==> src/rtl/checker_mem_pkg.sv <==
// ----------------------------------------------------------------------------
// checker_mem_pkg
// Shared definitions for the checker's split word memory: address widths,
// the fetch FSM state encoding and the per-beat tag carried alongside a read.
// Also usable by the Wishbone-to-RAM write adapter.
//
// The memory is 2^MEM_WADR_W 32-bit words. Bank 0 holds the even words and
// bank 1 holds the odd words, each at index word_address >> 1.
// ----------------------------------------------------------------------------
package checker_mem_pkg;

    localparam int MEM_WADR_W = 13;
    localparam int MEM_RADR_W = MEM_WADR_W - 1;
    localparam int MEM_LEN_W  = 8;

    typedef enum logic [1:0] {
        ST_IDLE  = 2'd0,
        ST_RUN   = 2'd1,
        ST_DRAIN = 2'd2
    } fetch_state_e;

    // swap: the beat started on an odd word, so bank 1 holds the low word.
    // last: final beat of the burst.
    typedef struct packed {
        logic swap;
        logic last;
    } beat_tag_t;

    // Assemble the 64-bit window {word a+1, word a} from the two bank outputs.
    function automatic logic [63:0] beat_window(input logic        swap,
                                                input logic [31:0] b0,
                                                input logic [31:0] b1);
        return swap ? {b0, b1} : {b1, b0};
    endfunction

endpackage

==> src/rtl/checker_mem_fetch_if.sv <==
// ----------------------------------------------------------------------------
// checker_mem_fetch_if
// Burst request channel and 64-bit beat stream of the checker memory fetch
// stage. Signal names keep the fetch block's point of view (_i into the
// fetch block, _o out of it).
//
//   req_valid_i / req_ready_o  request handshake
//   req_adr_i                  start 32-bit word address
//   req_len_i                  beats minus one
//   dat_valid_o / dat_ready_i  beat handshake
//   dat_o                      {word a+1, word a}
//   dat_last_o                 final beat of the burst
//
// Modports: slave = fetch block, master = requester / consumer side.
// ----------------------------------------------------------------------------
interface checker_mem_fetch_if #(
    parameter int WADR_W = checker_mem_pkg::MEM_WADR_W,
    parameter int LEN_W  = checker_mem_pkg::MEM_LEN_W
);
    logic              req_valid_i;
    logic              req_ready_o;
    logic [WADR_W-1:0] req_adr_i;
    logic [LEN_W-1:0]  req_len_i;
    logic              dat_valid_o;
    logic              dat_ready_i;
    logic [63:0]       dat_o;
    logic              dat_last_o;

    modport slave (
        input  req_valid_i, req_adr_i, req_len_i, dat_ready_i,
        output req_ready_o, dat_valid_o, dat_o, dat_last_o
    );

    modport master (
        output req_valid_i, req_adr_i, req_len_i, dat_ready_i,
        input  req_ready_o, dat_valid_o, dat_o, dat_last_o
    );
endinterface

==> src/rtl/checker_fetch_fifo2.sv <==
// ----------------------------------------------------------------------------
// checker_fetch_fifo2
// Two-entry valid/ready FIFO. The head entry drives the output directly from
// storage, so the output holds steady while the consumer stalls.
//
//   clk_i, rst_ni   clock, asynchronous active-low reset
//   push_i          write push_data_i this cycle (caller guarantees space,
//                   a push on a full FIFO is legal only together with a pop)
//   pop_ready_i     consumer ready
//   pop_valid_o     head entry valid
//   pop_data_o      head entry
//   count_o         occupancy, 0..2
// ----------------------------------------------------------------------------
module checker_fetch_fifo2 #(
    parameter int WIDTH = 65
) (
    input  logic             clk_i,
    input  logic             rst_ni,
    input  logic             push_i,
    input  logic [WIDTH-1:0] push_data_i,
    input  logic             pop_ready_i,
    output logic             pop_valid_o,
    output logic [WIDTH-1:0] pop_data_o,
    output logic [1:0]       count_o
);
    logic [WIDTH-1:0] mem_q [2];
    logic             rd_ptr_q;
    logic             wr_ptr_q;
    logic [1:0]       count_q;
    logic             do_pop;

    assign do_pop      = (count_q != 2'd0) && pop_ready_i;
    assign pop_valid_o = (count_q != 2'd0);
    assign pop_data_o  = mem_q[rd_ptr_q];
    assign count_o     = count_q;

    always_ff @(posedge clk_i or negedge rst_ni) begin
        if (!rst_ni) begin
            mem_q[0] <= '0;
            mem_q[1] <= '0;
            rd_ptr_q <= 1'b0;
            wr_ptr_q <= 1'b0;
            count_q  <= 2'd0;
        end else begin
            // When full, wr_ptr equals rd_ptr: the slot being popped is
            // the one overwritten, so push+pop on full keeps count at 2.
            if (push_i) begin
                mem_q[wr_ptr_q] <= push_data_i;
                wr_ptr_q        <= ~wr_ptr_q;
            end
            if (do_pop) begin
                rd_ptr_q <= ~rd_ptr_q;
            end
            count_q <= count_q + 2'(push_i) - 2'(do_pop);
        end
    end

endmodule

==> src/rtl/checker_mem_fetch.sv <==
// ----------------------------------------------------------------------------
// checker_mem_fetch
// Read-side streaming stage for the checker's split word memory. Accepts a
// burst request (start word a, len+1 beats) and streams 64-bit windows
// {word a+1, word a}, stepping a by 2 per beat, over a valid/ready stream.
//
//   sys_clk, sys_rst_n   clock, asynchronous active-low reset
//   fetch_if (slave)     request channel and beat stream
//   ram_adr_b0_o         bank 0 (even words) read address, registered
//   ram_adr_b1_o         bank 1 (odd words) read address, registered
//   ram_dat_b0_i/_b1_i   bank read data, one cycle after the address
//   busy_o               high whenever the FSM is not idle
//   err_o                (CHECKER_FETCH_BOUND_EN only) sticky out-of-range flag
//
// Build option CHECKER_FETCH_BOUND_EN: a request that would run past the top
// of memory is accepted but issues no reads and sets err_o; otherwise
// addresses wrap modulo 2^WADR_W.
// ----------------------------------------------------------------------------
module checker_mem_fetch
    import checker_mem_pkg::*;
#(
    parameter int WADR_W = MEM_WADR_W,
    parameter int RADR_W = MEM_RADR_W,
    parameter int LEN_W  = MEM_LEN_W
) (
    input  logic              sys_clk,
    input  logic              sys_rst_n,
    checker_mem_fetch_if.slave fetch_if,
    output logic [RADR_W-1:0] ram_adr_b0_o,
    output logic [RADR_W-1:0] ram_adr_b1_o,
    input  logic [31:0]       ram_dat_b0_i,
    input  logic [31:0]       ram_dat_b1_i,
    output logic              busy_o
`ifdef CHECKER_FETCH_BOUND_EN
    ,
    output logic              err_o
`endif
);
    fetch_state_e      state_q;
    logic              req_ready_q;
    logic              busy_q;
    logic [WADR_W-1:0] cur_adr_q;
    logic [WADR_W-1:0] nxt_adr_d;
    logic [LEN_W-1:0]  remaining_q;
    logic [RADR_W-1:0] adr_b0_q;
    logic [RADR_W-1:0] adr_b1_q;
    logic              inflight_q;
    beat_tag_t         tag_q;

    logic              accept;
    logic              pop;
    logic              issue;
    logic [63:0]       ret_window;
    logic              fifo_valid;
    logic [64:0]       fifo_dout;
    logic [1:0]        fifo_count;

    // Bank 0 supplies word a when a is even, word a+1 when a is odd.
    function automatic logic [RADR_W-1:0] b0_index(input logic [WADR_W-1:0] a);
        logic [WADR_W-1:0] a1;
        a1 = a + WADR_W'(1);
        return a1[WADR_W-1:1];
    endfunction

    function automatic logic [RADR_W-1:0] b1_index(input logic [WADR_W-1:0] a);
        return a[WADR_W-1:1];
    endfunction

    assign accept    = req_ready_q && fetch_if.req_valid_i;
    assign pop       = fifo_valid && fetch_if.dat_ready_i;
    assign nxt_adr_d = cur_adr_q + WADR_W'(2);

    // Credit: beats already buffered plus the one coming back from the RAM,
    // less the one leaving this cycle, must leave room for one more.
    assign issue = (state_q == ST_RUN) &&
                   ((3'(fifo_count) + 3'(inflight_q)) < (3'd2 + 3'(pop)));

`ifdef CHECKER_FETCH_BOUND_EN
    localparam int LW = WADR_W + LEN_W + 2;
    logic [LW-1:0] last_word;
    logic          out_of_range;
    logic          err_q;

    // Last word touched is a + 2*(len+1) - 1 = a + 2*len + 1.
    assign last_word    = LW'(fetch_if.req_adr_i) + (LW'(fetch_if.req_len_i) << 1) + LW'(1);
    assign out_of_range = |last_word[LW-1:WADR_W];
    assign err_o        = err_q;
`endif

    // The RAM address registers always point at the next beat to issue, so
    // the RAM reads it in the same cycle the issue decision is taken and the
    // data returns on the following cycle.
    always_ff @(posedge sys_clk or negedge sys_rst_n) begin
        if (!sys_rst_n) begin
            state_q     <= ST_IDLE;
            req_ready_q <= 1'b1;
            busy_q      <= 1'b0;
            cur_adr_q   <= '0;
            remaining_q <= '0;
            adr_b0_q    <= '0;
            adr_b1_q    <= '0;
            inflight_q  <= 1'b0;
            tag_q       <= '0;
`ifdef CHECKER_FETCH_BOUND_EN
            err_q       <= 1'b0;
`endif
        end else begin
            inflight_q <= issue;
            if (issue) begin
                tag_q <= '{swap: cur_adr_q[0], last: (remaining_q == '0)};
            end

            case (state_q)
                ST_IDLE: begin
                    if (accept) begin
                        cur_adr_q   <= fetch_if.req_adr_i;
                        remaining_q <= fetch_if.req_len_i;
                        adr_b0_q    <= b0_index(fetch_if.req_adr_i);
                        adr_b1_q    <= b1_index(fetch_if.req_adr_i);
                        req_ready_q <= 1'b0;
                        busy_q      <= 1'b1;
`ifdef CHECKER_FETCH_BOUND_EN
                        err_q       <= out_of_range;
                        // Out-of-range bursts skip RUN; DRAIN finds nothing
                        // pending and returns to IDLE on the next edge.
                        state_q     <= out_of_range ? ST_DRAIN : ST_RUN;
`else
                        state_q     <= ST_RUN;
`endif
                    end
                end
                ST_RUN: begin
                    if (issue) begin
                        cur_adr_q <= nxt_adr_d;
                        adr_b0_q  <= b0_index(nxt_adr_d);
                        adr_b1_q  <= b1_index(nxt_adr_d);
                        if (remaining_q == '0) begin
                            state_q <= ST_DRAIN;
                        end else begin
                            remaining_q <= remaining_q - LEN_W'(1);
                        end
                    end
                end
                ST_DRAIN: begin
                    if (!inflight_q && (fifo_count == 2'd0)) begin
                        state_q     <= ST_IDLE;
                        req_ready_q <= 1'b1;
                        busy_q      <= 1'b0;
                    end
                end
                default: begin
                    state_q     <= ST_IDLE;
                    req_ready_q <= 1'b1;
                    busy_q      <= 1'b0;
                end
            endcase
        end
    end

    assign ret_window = beat_window(tag_q.swap, ram_dat_b0_i, ram_dat_b1_i);

    checker_fetch_fifo2 #(
        .WIDTH(65)
    ) u_fifo (
        .clk_i       (sys_clk),
        .rst_ni      (sys_rst_n),
        .push_i      (inflight_q),
        .push_data_i ({tag_q.last, ret_window}),
        .pop_ready_i (fetch_if.dat_ready_i),
        .pop_valid_o (fifo_valid),
        .pop_data_o  (fifo_dout),
        .count_o     (fifo_count)
    );

    assign fetch_if.req_ready_o = req_ready_q;
    assign fetch_if.dat_valid_o = fifo_valid;
    assign fetch_if.dat_o       = fifo_dout[63:0];
    // Stale last bits stay in storage after a burst; only show them with valid.
    assign fetch_if.dat_last_o  = fifo_valid && fifo_dout[64];
    assign ram_adr_b0_o         = adr_b0_q;
    assign ram_adr_b1_o         = adr_b1_q;
    assign busy_o               = busy_q;

endmodule
==> src/flat_wrapper.sv <==
// flat-port wrapper written by rule: the top's interface ports become plain ports
module checker_mem_fetch_flat import checker_mem_pkg::*;
#(
    parameter int WADR_W = MEM_WADR_W,
    parameter int RADR_W = MEM_RADR_W,
    parameter int LEN_W  = MEM_LEN_W
)
  (sys_clk, sys_rst_n, ram_adr_b0_o, ram_adr_b1_o, ram_dat_b0_i, ram_dat_b1_i, busy_o, fetch_if_req_valid_i, fetch_if_req_adr_i, fetch_if_req_len_i, fetch_if_dat_ready_i, fetch_if_req_ready_o, fetch_if_dat_valid_o, fetch_if_dat_o, fetch_if_dat_last_o);
  checker_mem_fetch_if #(.WADR_W(WADR_W), .LEN_W(LEN_W)) fetch_if_i ();
  input  logic sys_clk;
  input  logic sys_rst_n;
  output logic [RADR_W-1:0] ram_adr_b0_o;
  output logic [RADR_W-1:0] ram_adr_b1_o;
  input  logic [31:0] ram_dat_b0_i;
  input  logic [31:0] ram_dat_b1_i;
  output logic busy_o;
  input wire logic [$bits(fetch_if_i.req_valid_i)-1:0] fetch_if_req_valid_i;
  input wire logic [$bits(fetch_if_i.req_adr_i)-1:0] fetch_if_req_adr_i;
  input wire logic [$bits(fetch_if_i.req_len_i)-1:0] fetch_if_req_len_i;
  input wire logic [$bits(fetch_if_i.dat_ready_i)-1:0] fetch_if_dat_ready_i;
  output wire logic [$bits(fetch_if_i.req_ready_o)-1:0] fetch_if_req_ready_o;
  output wire logic [$bits(fetch_if_i.dat_valid_o)-1:0] fetch_if_dat_valid_o;
  output wire logic [$bits(fetch_if_i.dat_o)-1:0] fetch_if_dat_o;
  output wire logic [$bits(fetch_if_i.dat_last_o)-1:0] fetch_if_dat_last_o;
  assign fetch_if_i.req_valid_i = fetch_if_req_valid_i;
  assign fetch_if_i.req_adr_i = fetch_if_req_adr_i;
  assign fetch_if_i.req_len_i = fetch_if_req_len_i;
  assign fetch_if_i.dat_ready_i = fetch_if_dat_ready_i;
  assign fetch_if_req_ready_o = fetch_if_i.req_ready_o;
  assign fetch_if_dat_valid_o = fetch_if_i.dat_valid_o;
  assign fetch_if_dat_o = fetch_if_i.dat_o;
  assign fetch_if_dat_last_o = fetch_if_i.dat_last_o;
  checker_mem_fetch #(.WADR_W(WADR_W), .RADR_W(RADR_W), .LEN_W(LEN_W)) u_core (.sys_clk(sys_clk), .sys_rst_n(sys_rst_n), .fetch_if(fetch_if_i), .ram_adr_b0_o(ram_adr_b0_o), .ram_adr_b1_o(ram_adr_b1_o), .ram_dat_b0_i(ram_dat_b0_i), .ram_dat_b1_i(ram_dat_b1_i), .busy_o(busy_o));
endmodule
==> config.mk <==
export PLATFORM = sky130hd
export DESIGN_NAME = checker_mem_fetch_flat
export DESIGN_NICKNAME = d
export VERILOG_FILES = /design/src/rtl/checker_mem_pkg.sv /design/src/rtl/checker_mem_fetch_if.sv /design/src/rtl/checker_fetch_fifo2.sv /design/src/rtl/checker_mem_fetch.sv /design/src/flat_wrapper.sv
export SDC_FILE = /design/constraint.sdc
export NUM_CORES = 1
export LEC_CHECK = 0
export CELL_PAD_IN_SITES_DETAIL_PLACEMENT = 1
export CELL_PAD_IN_SITES_GLOBAL_PLACEMENT = 2
export CORE_MARGIN = 1.5
export CORE_UTILIZATION = 35
export CTS_CLUSTER_DIAMETER = 60
export CTS_CLUSTER_SIZE = 24
export DETAILED_ROUTE_END_ITERATION = 6
export PLACE_DENSITY = 0.95
export REMOVE_ABC_BUFFERS = 1
export SLEW_MARGIN = 30
export SYNTH_ARGS = -nofsm -noshare
export SYNTH_HDL_FRONTEND = slang
export SYNTH_SLANG_ARGS = --single-unit
export TNS_END_PERCENT = 5
==> constraint.sdc <==
create_clock -name sys_clk -period 5.96 [get_ports sys_clk]
set_input_delay 0.894 -clock sys_clk [delete_from_list [all_inputs] [get_ports sys_clk]]
set_output_delay 0.894 -clock sys_clk [all_outputs]
set_load 0.05 [all_outputs]
==> summary.txt <==
Min path
  • Worst hold path endpoint: u_core.u_fifo.mem_q[75]
  • Worst Hold Launch: u_core.u_fifo.mem_q[75]
  • Worst Hold Path Cells: 2
  • Hold Crit Class: register to register

Timing
  • Hold_ws: around 0.47 ns
  • Final Hold Fails: 0
  • Slew margin rel.: 37.3%
  • Setup violators final: 0
  • Final Cycle Share: between 50% and 60%
  • Setup tns final: 0 ns
  • Worst Skew: roughly 0.0098 ns
  • Actual slew at the worst max-slew pin: 0.941 ns
  • Minimum clock period: ~3.4 ns
  • Final max-slew violation count: 0
  • Max Freq: roughly 300 MHz
  • RSZ-0062 raised after global routing: no

Global route
  • All-Layer GR Usage: a little under a fifth
  • First-pass GRT wire length: 37,200 microns
  • Vias in the first global route: about 7,100
  • Total grt overflow: 0
  • Initial antenna violation count: 0
  • Largest net degree at the start of global routing: 88

Yosys
  • Largest family of logic cells by synthesized area: multiplexers
  • Post-synth design cell area: 0.00859 sq mm
  • Synth area leader: dfrtp_1
  • Synth cell types: 48
  • Leading cell types by count after synthesis: 173 x dfrtp_1, 96 x o21ai_0, 95 x nand2_1
  • Synthesized flop and latch total: roughly 170
  • Synthesized instance count: about 840
  • Post-synth EDFFs: 0
  • Simple-gate area share of the yosys netlist: between 10% and 20%
  • Largest cells by area after synthesis: dfrtp_1 50%, mux2_2 10%, mux2i_1 7.7%
  • Post-synthesis mux area share: 18.0%
  • Register area share after synthesis: about half
  • Most instantiated library cell after synthesis: dfrtp_1
  • Synth Area in Adders: 1.17%
  • Yosys warns: 0
  • Syn_area_per_cell: approximately 10 sq um
  • Top-area cell type share of the netlist area: around 50%
  • Post-synthesis compound-gate area fraction: roughly 12%
  • Synth Area in XOR/XNOR: 2.34%
  • Async SR Flop Fraction: 100%
  • Main synth FF type: dfrtp_1

Drt
  • Routed Wire Length: approximately 23,000 microns
  • Initial drt markers: approximately 250
  • DRT Pass-1 Iters: 4
  • Final ANT Viol Nets: 0
  • DR vias: 6,646
  • Residual DRC: 0
  • Detail-routed via count per cell: ~5
  • DR WL/cell: ~17 microns

Worst setup path
  • WS Path Type: register to primary output
  • Reg2reg setup slack: approximately 3.3 ns
  • Origin of the critical flop-to-flop path: u_core.state_q[1]
  • Worst-path maximum fanout: 46
  • Reg2Reg Depth: 11
  • Critical path data required time: between 5 and 6 ns
  • Critical path launch point type: register
  • Type of destination of the critical path: primary output
  • Crit path DAT: 2.53 ns
  • Reg2reg end: u_core.ram_adr_b0_o[9]

Clock tree
  • Clk_lat worst skew: around 0.43 ns
  • Clk slew on worst S/H paths: around 0.060 ns
  • CTS Buf Count: 17
  • Clk buf depth: 2
  • CTS sink count: ~170
  • CTS tree: built
  • H-tree Lvls: 4
  • Post-CTS Setup Bufs: 0
  • Hold-fix buffers, CTS: 0
  • Clk root buf: clkbuf_16
  • Post-CTS sizing: 0

Floorplanning
  • Die area: approximately 0.025 sq mm
  • Die span in x: around 160 microns
  • Ports: around 180
  • Row Count: between 50 and 60
  • Initial Util: a little over a third
  • Core area: approximately 0.024 sq mm
  • Die height: about 160 microns

Flow run
  • Max cap viols: 0

Run status
  • Status: finished, final reports clean

Place
  • Detailed placement HPWL: between 15,000 and 20,000 microns
  • IO Port Bufs: 180
  • Final GP Congestion: 0.789

Finish
  • Fillers: 2,664
  • Nets: 1,084
  • Diodes inserted: 0
  • Share of post-route cells with drive strength above 1: between 10% and 20%
  • Layout Area Growth over Synthesis: 30.5%
==> cell type report <==
type                    count  area, sq um  share of cell area, %
well taps                 324          405                   3.62
repair buffers            189         1890                   16.9
multi-input cells         594         3890                   34.7
clock inverters            12          151                   1.35
clock buffers              20          467                   4.16
inverters                  11         41.3                  0.368
flip-flops and latches    174         4360                   38.9
==> cells by family after synthesis <==
kind of cell               Yosys count
AOI/OAI and AO/OA                  193
xor gates and xnor gates            23
adders and majority gates            8
buffers and inverters               76
DFF                                174
muxes                              145
and+or+nand+nor                    225
==> worst max-delay path, stage by stage (launching register included) <==
cell and delay (ns):
dfrtp_4 0.64, buf_16 0.29, mux2_2 0.40, clkdlybuf4s50_1 0.71
==> per-stage QoR <==
step                      instance area (sq um)  std cells  utilization (%)  setup WS, ns
after floorplan                            8270        779                -          2.54
after global placement                    10600       1291             43.7          2.71
after detailed placement                  10600       1291             43.7          2.69
after CTS                                 11200       1323             46.2          2.33
after global routing                      11200       1324             46.4          2.46
final                                     11200       1324             46.4          2.54
==> worst max-delay path by stage <==
stage                                 from                    end  slack, ns  depth (start not counted)
floorplan           u_core.u_fifo.rd_ptr_q    fetch_if_dat_last_o       2.54                          2
global placement      fetch_if_dat_ready_i  u_core.remaining_q[0]       2.71                          9
detailed placement    fetch_if_dat_ready_i  u_core.remaining_q[0]       2.69                          9
CTS                 u_core.u_fifo.rd_ptr_q    fetch_if_dat_last_o       2.33                          3
global route        u_core.u_fifo.rd_ptr_q      fetch_if_dat_o[3]       2.46                          3
finish              u_core.u_fifo.rd_ptr_q      fetch_if_dat_o[3]       2.54                          3
==> cells in the final DEF, fill, tap and decap left out, types with 3 or more instances in the layout <==
| master | n |
|---|---|
| nor2b_1 | 3 |
| a21oi_1 | 75 |
| clkbuf_8 | 3 |
| clkinv_4 | 5 |
| nand4_1 | 5 |
| xor2_1 | 9 |
| buf_4 | 8 |
| nand2_1 | 95 |
| nor3_1 | 6 |
| clkdlybuf4s50_1 | 179 |
| o21ai_0 | 96 |
| a31oi_1 | 3 |
| dfrtp_1 | 171 |
| xnor2_1 | 14 |
| mux2i_1 | 66 |
| clkbuf_16 | 17 |
| and3_1 | 3 |
| nand3_1 | 9 |
| mux2_2 | 79 |
| ha_1 | 8 |
| inv_1 | 11 |
| nor2_1 | 86 |
==> registers in the layout (all words and copies together), names as in the netlist <==
name                         cells
u_core.inflight_q                1
u_core.u_fifo.wr_ptr_q           1
u_core.fetch_if.req_ready_o      1
u_core.tag_q                     2
u_core.u_fifo.mem_q            130
u_core.cur_adr_q                 2
u_core.busy_o                    1
u_core.state_q                   2
u_core.u_fifo.count_o            2
u_core.remaining_q               8
u_core.ram_adr_b0_o             12
u_core.u_fifo.rd_ptr_q           1
u_core.ram_adr_b1_o             11
==> metal layers <==
metal	vias up	global-route usage, %	part of all wire, %
li1	3198	-	-
met3	16	4.68	5.1
met2	148	31.2	49
met5	-	0	0
met1	3284	23.2	46
met4	0	3.90	0.71
Power is left out: the tool's default activity adds up to more than one toggle a clock period on the data nets, which glitch-free logic cannot reach.
